==> src/rtl/if_fetch_stage_pkg.sv <==
// Shared definitions for the instruction-fetch stage.
//  - word width and word type
//  - default reset PC, exception vector and bubble instruction
//  - IF/ID pipeline register payload
//  - PC increment helper (wraps modulo 2^32)
package if_fetch_stage_pkg;

    localparam int unsigned WORD_W = 32;

    typedef logic [WORD_W-1:0] word_t;

    localparam word_t RESET_PC_DEF   = 32'h0000_0000;
    localparam word_t EXC_VECTOR_DEF = 32'h8000_0008;
    localparam word_t NOP_INSTR_DEF  = 32'h0000_0000;

    // Contents of the IF/ID pipeline register
    typedef struct packed {
        logic  valid;
        word_t instr;
        word_t pc4;
    } if_id_t;

    // Sequential successor of a PC; 0xFFFF_FFFC wraps to 0 silently
    function automatic word_t pc_plus4(input word_t pc_in);
        return pc_in + 32'd4;
    endfunction

endpackage

==> src/rtl/if_fetch_stage_if.sv <==
// Instruction-memory bus between the fetch stage and the instruction ROM.
//  imem_addr : word address presented by the fetch stage (equals PC)
//  imem_data : instruction word returned by the ROM in the same cycle
//  master    : fetch stage side
//  slave     : ROM side
interface if_fetch_stage_if;
    import if_fetch_stage_pkg::*;

    word_t imem_addr;
    word_t imem_data;

    modport master (output imem_addr, input  imem_data);
    modport slave  (input  imem_addr, output imem_data);

endinterface

==> src/rtl/if_fetch_stage_if_id_reg.sv <==
// IF/ID pipeline register.
//  clk, reset     : clock, asynchronous active-high reset
//  hold           : keep current contents
//  bubble         : load a bubble (valid=0, instr=NOP); pc4 keeps its value; wins over hold
//  load_instr/pc4 : values captured when neither hold nor bubble is active
//  valid/instr/pc4: registered outputs to the decode stage
module if_fetch_stage_if_id_reg
    import if_fetch_stage_pkg::*;
#(
    parameter word_t NOP_INSTR = NOP_INSTR_DEF
) (
    input  logic  clk,
    input  logic  reset,
    input  logic  hold,
    input  logic  bubble,
    input  word_t load_instr,
    input  word_t load_pc4,
    output logic  valid,
    output word_t instr,
    output word_t pc4
);

    if_id_t if_id_r;

    // IF/ID register: bubble beats hold; load_instr is only sampled on a real load,
    // so an undefined ROM word during a stall or bubble never reaches the outputs
    always_ff @(posedge clk or posedge reset) begin
        if (reset) begin
            if_id_r.valid <= 1'b0;
            if_id_r.instr <= NOP_INSTR;
            if_id_r.pc4   <= 32'h0000_0000;
        end else if (bubble) begin
            if_id_r.valid <= 1'b0;
            if_id_r.instr <= NOP_INSTR;
            if_id_r.pc4   <= if_id_r.pc4;
        end else if (hold) begin
            if_id_r <= if_id_r;
        end else begin
            if_id_r.valid <= 1'b1;
            if_id_r.instr <= load_instr;
            if_id_r.pc4   <= load_pc4;
        end
    end

    assign valid = if_id_r.valid;
    assign instr = if_id_r.instr;
    assign pc4   = if_id_r.pc4;

endmodule

==> src/rtl/if_fetch_stage.sv <==
// Instruction-fetch stage of the 5-stage MIPS pipeline.
//  clk, reset   : core clock, asynchronous active-high reset
//  stall        : hold PC and IF/ID
//  flush        : bubble IF/ID on the next edge (PC unaffected)
//  redirect     : taken branch / j / jal / jr, target on redirect_pc
//  exc_req      : exception/interrupt entry, highest priority
//  imem         : instruction ROM bus (address = PC, data same cycle)
//  pc           : current PC register
//  if_id_*      : IF/ID pipeline register towards decode
//  misalign     : one-cycle pulse after an accepted redirect with target[1:0] != 0
module if_fetch_stage
    import if_fetch_stage_pkg::*;
#(
    parameter word_t RESET_PC   = RESET_PC_DEF,
    parameter word_t EXC_VECTOR = EXC_VECTOR_DEF,
    parameter word_t NOP_INSTR  = NOP_INSTR_DEF
) (
    input  logic  clk,
    input  logic  reset,
    input  logic  stall,
    input  logic  flush,
    input  logic  redirect,
    input  word_t redirect_pc,
    input  logic  exc_req,
    if_fetch_stage_if.master imem,
    output word_t pc,
    output logic  if_id_valid,
    output word_t if_id_instr,
    output word_t if_id_pc4,
    output logic  misalign
);

    word_t pc_r;
    word_t pc_next_s;
    word_t pc_seq_s;
    logic  redirect_accept_s;
    logic  misalign_next_s;
    logic  misalign_r;

    assign pc_seq_s = pc_plus4(pc_r);

    // A redirect only takes effect when neither an exception nor a stall pre-empts it;
    // a stalled redirect is expected to be held by its source
    assign redirect_accept_s = redirect & ~stall & ~exc_req;

    // Next-PC selection: exception > stall > redirect > sequential
    always_comb begin
        pc_next_s = pc_seq_s;
        if (exc_req) begin
            pc_next_s = EXC_VECTOR;
        end else if (stall) begin
            pc_next_s = pc_r;
        end else if (redirect) begin
            pc_next_s = {redirect_pc[31:2], 2'b00};
        end else begin
            pc_next_s = pc_seq_s;
        end
    end

    // Misalignment flag for the redirect accepted this cycle
    always_comb begin
        misalign_next_s = 1'b0;
        if (redirect_accept_s) begin
            misalign_next_s = |redirect_pc[1:0];
        end else begin
            misalign_next_s = 1'b0;
        end
    end

    // PC register
    always_ff @(posedge clk or posedge reset) begin
        if (reset) begin
            pc_r <= RESET_PC;
        end else begin
            pc_r <= pc_next_s;
        end
    end

    // Misalign pulse register
    always_ff @(posedge clk or posedge reset) begin
        if (reset) begin
            misalign_r <= 1'b0;
        end else begin
            misalign_r <= misalign_next_s;
        end
    end

    // Exception entry squashes the fetched word even when stalled
    if_fetch_stage_if_id_reg #(
        .NOP_INSTR (NOP_INSTR)
    ) u_if_id (
        .clk        (clk),
        .reset      (reset),
        .hold       (stall),
        .bubble     (exc_req | flush),
        .load_instr (imem.imem_data),
        .load_pc4   (pc_seq_s),
        .valid      (if_id_valid),
        .instr      (if_id_instr),
        .pc4        (if_id_pc4)
    );

    assign imem.imem_addr = pc_r;
    assign pc             = pc_r;
    assign misalign       = misalign_r;

endmodule

==> src/flat_wrapper.sv <==
// flat-port wrapper written by rule: the top's interface ports become plain ports
module if_fetch_stage_flat import if_fetch_stage_pkg::*;
#(
    parameter word_t RESET_PC   = RESET_PC_DEF,
    parameter word_t EXC_VECTOR = EXC_VECTOR_DEF,
    parameter word_t NOP_INSTR  = NOP_INSTR_DEF
)
  (clk, reset, stall, flush, redirect, redirect_pc, exc_req, pc, if_id_valid, if_id_instr, if_id_pc4, misalign, imem_imem_addr, imem_imem_data);
  if_fetch_stage_if imem_i ();
  input  logic clk;
  input  logic reset;
  input  logic stall;
  input  logic flush;
  input  logic redirect;
  input  word_t redirect_pc;
  input  logic exc_req;
  output word_t pc;
  output logic if_id_valid;
  output word_t if_id_instr;
  output word_t if_id_pc4;
  output logic misalign;
  output wire logic [$bits(imem_i.imem_addr)-1:0] imem_imem_addr;
  input wire logic [$bits(imem_i.imem_data)-1:0] imem_imem_data;
  assign imem_imem_addr = imem_i.imem_addr;
  assign imem_i.imem_data = imem_imem_data;
  if_fetch_stage #(.RESET_PC(RESET_PC), .EXC_VECTOR(EXC_VECTOR), .NOP_INSTR(NOP_INSTR)) u_core (.clk(clk), .reset(reset), .stall(stall), .flush(flush), .redirect(redirect), .redirect_pc(redirect_pc), .exc_req(exc_req), .imem(imem_i), .pc(pc), .if_id_valid(if_id_valid), .if_id_instr(if_id_instr), .if_id_pc4(if_id_pc4), .misalign(misalign));
endmodule
==> config.mk <==
export PLATFORM = sky130hd
export DESIGN_NAME = if_fetch_stage_flat
export DESIGN_NICKNAME = d
export VERILOG_FILES = /design/src/rtl/if_fetch_stage_pkg.sv /design/src/rtl/if_fetch_stage_if.sv /design/src/rtl/if_fetch_stage_if_id_reg.sv /design/src/rtl/if_fetch_stage.sv /design/src/flat_wrapper.sv
export SDC_FILE = /design/constraint.sdc
export NUM_CORES = 1
export LEC_CHECK = 0
export ABC_AREA = 1
export CAP_MARGIN = 25
export CORE_ASPECT_RATIO = 1.1
export CORE_UTILIZATION = 50
export CTS_BUF_LIST = sky130_fd_sc_hd__clkbuf_8
export DETAILED_ROUTE_END_ITERATION = 16
export HOLD_SLACK_MARGIN = 0.06
export MAX_ROUTING_LAYER = met4
export PLACE_DENSITY = 0.89
export SETUP_SLACK_MARGIN = 0.3
export SYNTH_ARGS = -nofsm -noshare
export SYNTH_HDL_FRONTEND = slang
export SYNTH_HIERARCHICAL = 1
export SYNTH_SLANG_ARGS = --single-unit
==> constraint.sdc <==
create_clock -name clk -period 2.99 [get_ports clk]
set_input_delay 0.598 -clock clk [delete_from_list [all_inputs] [get_ports clk]]
set_output_delay 0.598 -clock clk [all_outputs]
set_load 0.02 [all_outputs]
==> reports/summary.txt <==
Wl on met1 = 6300 um
Fillers = 844
Resize count post-CTS = 0
Slowest stage delay, CP = 0.69 ns
Nets = 907
Post-layout util = 70.2%
CP required = 2.39 ns
Comb pwr share = 25.0%
GP Congestion = 0.931
CTS max path bufs = 2
Slowest library cell on the worst path = clkdlybuf4s50_1
Sw Pwr = 967 uW
Tot Pwr = 3090 uW
Initial antenna violation count = 0
Aggregate global routing overflow = 0
Worst slew pin tran = 0.580 ns
Max Cap Viol = 0
Core ar. = 0.0103 mm^2
Peak supply drop = 271 uV
Startpoint Class = register
Top sig layer = met4
Instance count on the critical path = 1
Clk_lat worst skew = 0.36 ns
WL/cell = 15.9 um
Seq. cell area = 0.00240 mm^2
CTS tree = yes
Async SR Flop Fraction = 100%
Cell Rows = 39
Total CTS buffers = 9
Sw frac = 31.3%
Post-Syn Area per Cell = 7.81 um^2
Met3 WL post-DR = 1110 um
Die width = 100 um
Max_slew headroom = 61.4%
Port-buffer cells = 195
Pin count of the biggest net entering global routing = 59
Final WL = 15600 um
R2R Setup Slk = 1.20 ns
Post-route ant nets = 0
Mapped Cells = 677
Endpoints failing hold = 0
Multi-input logic area = 0.00231 mm^2
Min Hold Slack = 0.513 ns
Hold depth = 2
Number of synthesized flops with an enable pin = 0
Part of the power in the clock network = 27.1%
Clk sink count = 96
Mapped Area = 0.00529 mm^2
Post-CTS Setup Repair Bufs = 0
Vias per inst = 5.17
Unique cell type count in the Yosys netlist = 35
Clock Pin Slew Worst Setup and Hold Paths = 0.09 ns
DIE HEIGHT = 110 um
CP delay by family, top = buffers and inverters
Leak = 0.00343 uW
Area growth, synth to finish = 37.2%
Vias post-DR = 5079
Cell depth of the worst flop-to-flop path = 9
Register area share after synthesis = 45.4%
Status = complete, no violations
Max-slew violation count = 0
Initial Util = 51.1%
Setup TNS = 0 ns
WL met2 = 7870 um
RSZ-0062 raised after global routing = false
Synthesized flop and latch total = 96
Minimum clock period = 2.23 ns
Worst EP arrival = 1.64 ns
Ys flop type = dfrtp_1
Total power divided by cell area = 426 mW/mm^2
# DRC = 0
Crit end category = primary output
Share of power burned in registers = 47.9%
Die area = 0.0110 mm^2
Root buf cell = clkbuf_8
Vias in the first global route = 4906
First-pass GRT wire length = 24500 um
Tcrit/Tclk final = 74.7%
Yosys Warn Count = 6
GR Util All Layers = 29.8%
Initial drt markers = 286
Final setup fails = 0
IO Pins = 200
F_max = 0.448 GHz
Worst-path cell chain = clkdlybuf4s50_1
H-tree depth = 3
Int Pwr = 2130 uW
CP bufs+invs = 1
DP HPWL = 11600 um
Fraction of layout instances using a drive strength above 1 = 7.74%
DRT Pass-1 Iters = 7
Crit Path Class = reg2out
Ant diodes = 0
Max FO, Critical Path = 6
Hold Crit Class = reg2reg
Hold buffers post-CTS = 0
Layout Skew = 0.00534 ns
layout make-up:
| cell class | count | share of cell area [%] |
|---|---|---|
| Inverter | 36 | 1.86 |
| Clock inverter | 6 | 0.845 |
| Multi-Input combinational cell | 486 | 31.8 |
| Sequential cell | 96 | 33.1 |
| Tap cell | 143 | 2.47 |
| Clock buffer | 9 | 1.71 |
| Timing Repair Buffer | 207 | 28.2 |
stage by stage:
stage               setup WS [ns]  std cells  area [um^2]
floorplan                   0.766        682         5310
global placement            0.784        968         7070
detailed placement          0.705        968         7070
CTS                         0.742        983         7260
global route                0.709        983         7260
finish                      0.757        983         7260
logic make-up after synthesis:
group / share of synthesized area (%)
flops: 45.4
compound gates: 7.83
fa+ha+maj: 0.236
buf+inv: 11.4
xor+xnor: 3.03
other cells: 0.0709
simple gates: 32.1
cells in the final DEF (no fill, tap or decap), types with 2 or more instances in the layout:
cell / instances
nand2_4: 3
o21ai_0: 56
nor2_2: 4
buf_4: 11
clkdlybuf4s50_1: 194
nor2_1: 69
nand3_2: 2
xor2_2: 5
nor2_8: 2
o21bai_1: 2
conb_1: 6
o21ai_1: 10
inv_1: 34
clkinv_2: 2
nor2_4: 7
clkbuf_8: 9
nand3b_1: 4
nand2_2: 9
inv_2: 3
a21oi_1: 3
xor2_1: 8
nand2_1: 231
o22ai_1: 6
dfrtp_1: 96
nand3_1: 51
synthesized netlist by cell type, types with 8 or more instances:
library cell  instances  share of area (%)
o21ai_0              56                5.3
buf_4                36                5.1
buf_6                 8                1.7
o21ai_1              10               0.95
nand2_2               9                1.1
dfrtp_1              96                 45
inv_1                34                2.4
clkbuf_1              9               0.64
nand3_1              51                4.8
xor2_1                8                1.3
buf_2                 8               0.76
nor2_1               69                4.9
nand2_1             231                 16
tightest hold or removal path, cell delays in order (launching register included):
cell and delay [ns]:
dfrtp_1 0.35, o21ai_0 0.08, nand2_1 0.06
worst paths after layout:
path | end | from
min | u_core/u_if_id/pc4[12]$_DFFE_PP0P_ | u_core/u_if_id/pc4[12]$_DFFE_PP0P_
max reg2reg | u_core/imem.imem_addr[16]$_DFFE_PP0P_ | u_core/imem.imem_addr[3]$_DFFE_PP0P_
min reg2reg | u_core/u_if_id/pc4[12]$_DFFE_PP0P_ | u_core/u_if_id/pc4[12]$_DFFE_PP0P_
max | imem_imem_addr[15] | u_core/imem.imem_addr[15]$_DFFE_PP0P_
min in group asynchronous | u_core/u_if_id/instr[26]$_DFFE_PP0P_ | reset
max in group asynchronous | u_core/imem.imem_addr[9]$_DFFE_PP0P_ | reset
flip-flops by register name (all words and copies together) (netlist names):
| name | cells |
|---|---|
| u_core/imem.imem_addr | 30 |
| u_core/misalign | 1 |
| u_core/u_if_id/instr | 32 |
| u_core/u_if_id/pc4 | 32 |
| u_core/u_if_id/valid | 1 |
per-layer routing:
metal	track usage (%)	vias to the layer above
li1	-	2418
met1	36.4	2382
met2	50.1	255
met3	4.07	24
met4	12.5	0
met5	-	-
power groups by stage:
stage	Sequential (uW)	Combinational, uW	Clock, uW
global placement	1500	757	0
finish	1480	774	838
CTS	1480	773	856
global route	1490	826	919
floorplan	1600	296	0
detailed placement	1510	769	0
Power figures use the tool's default switching activity.
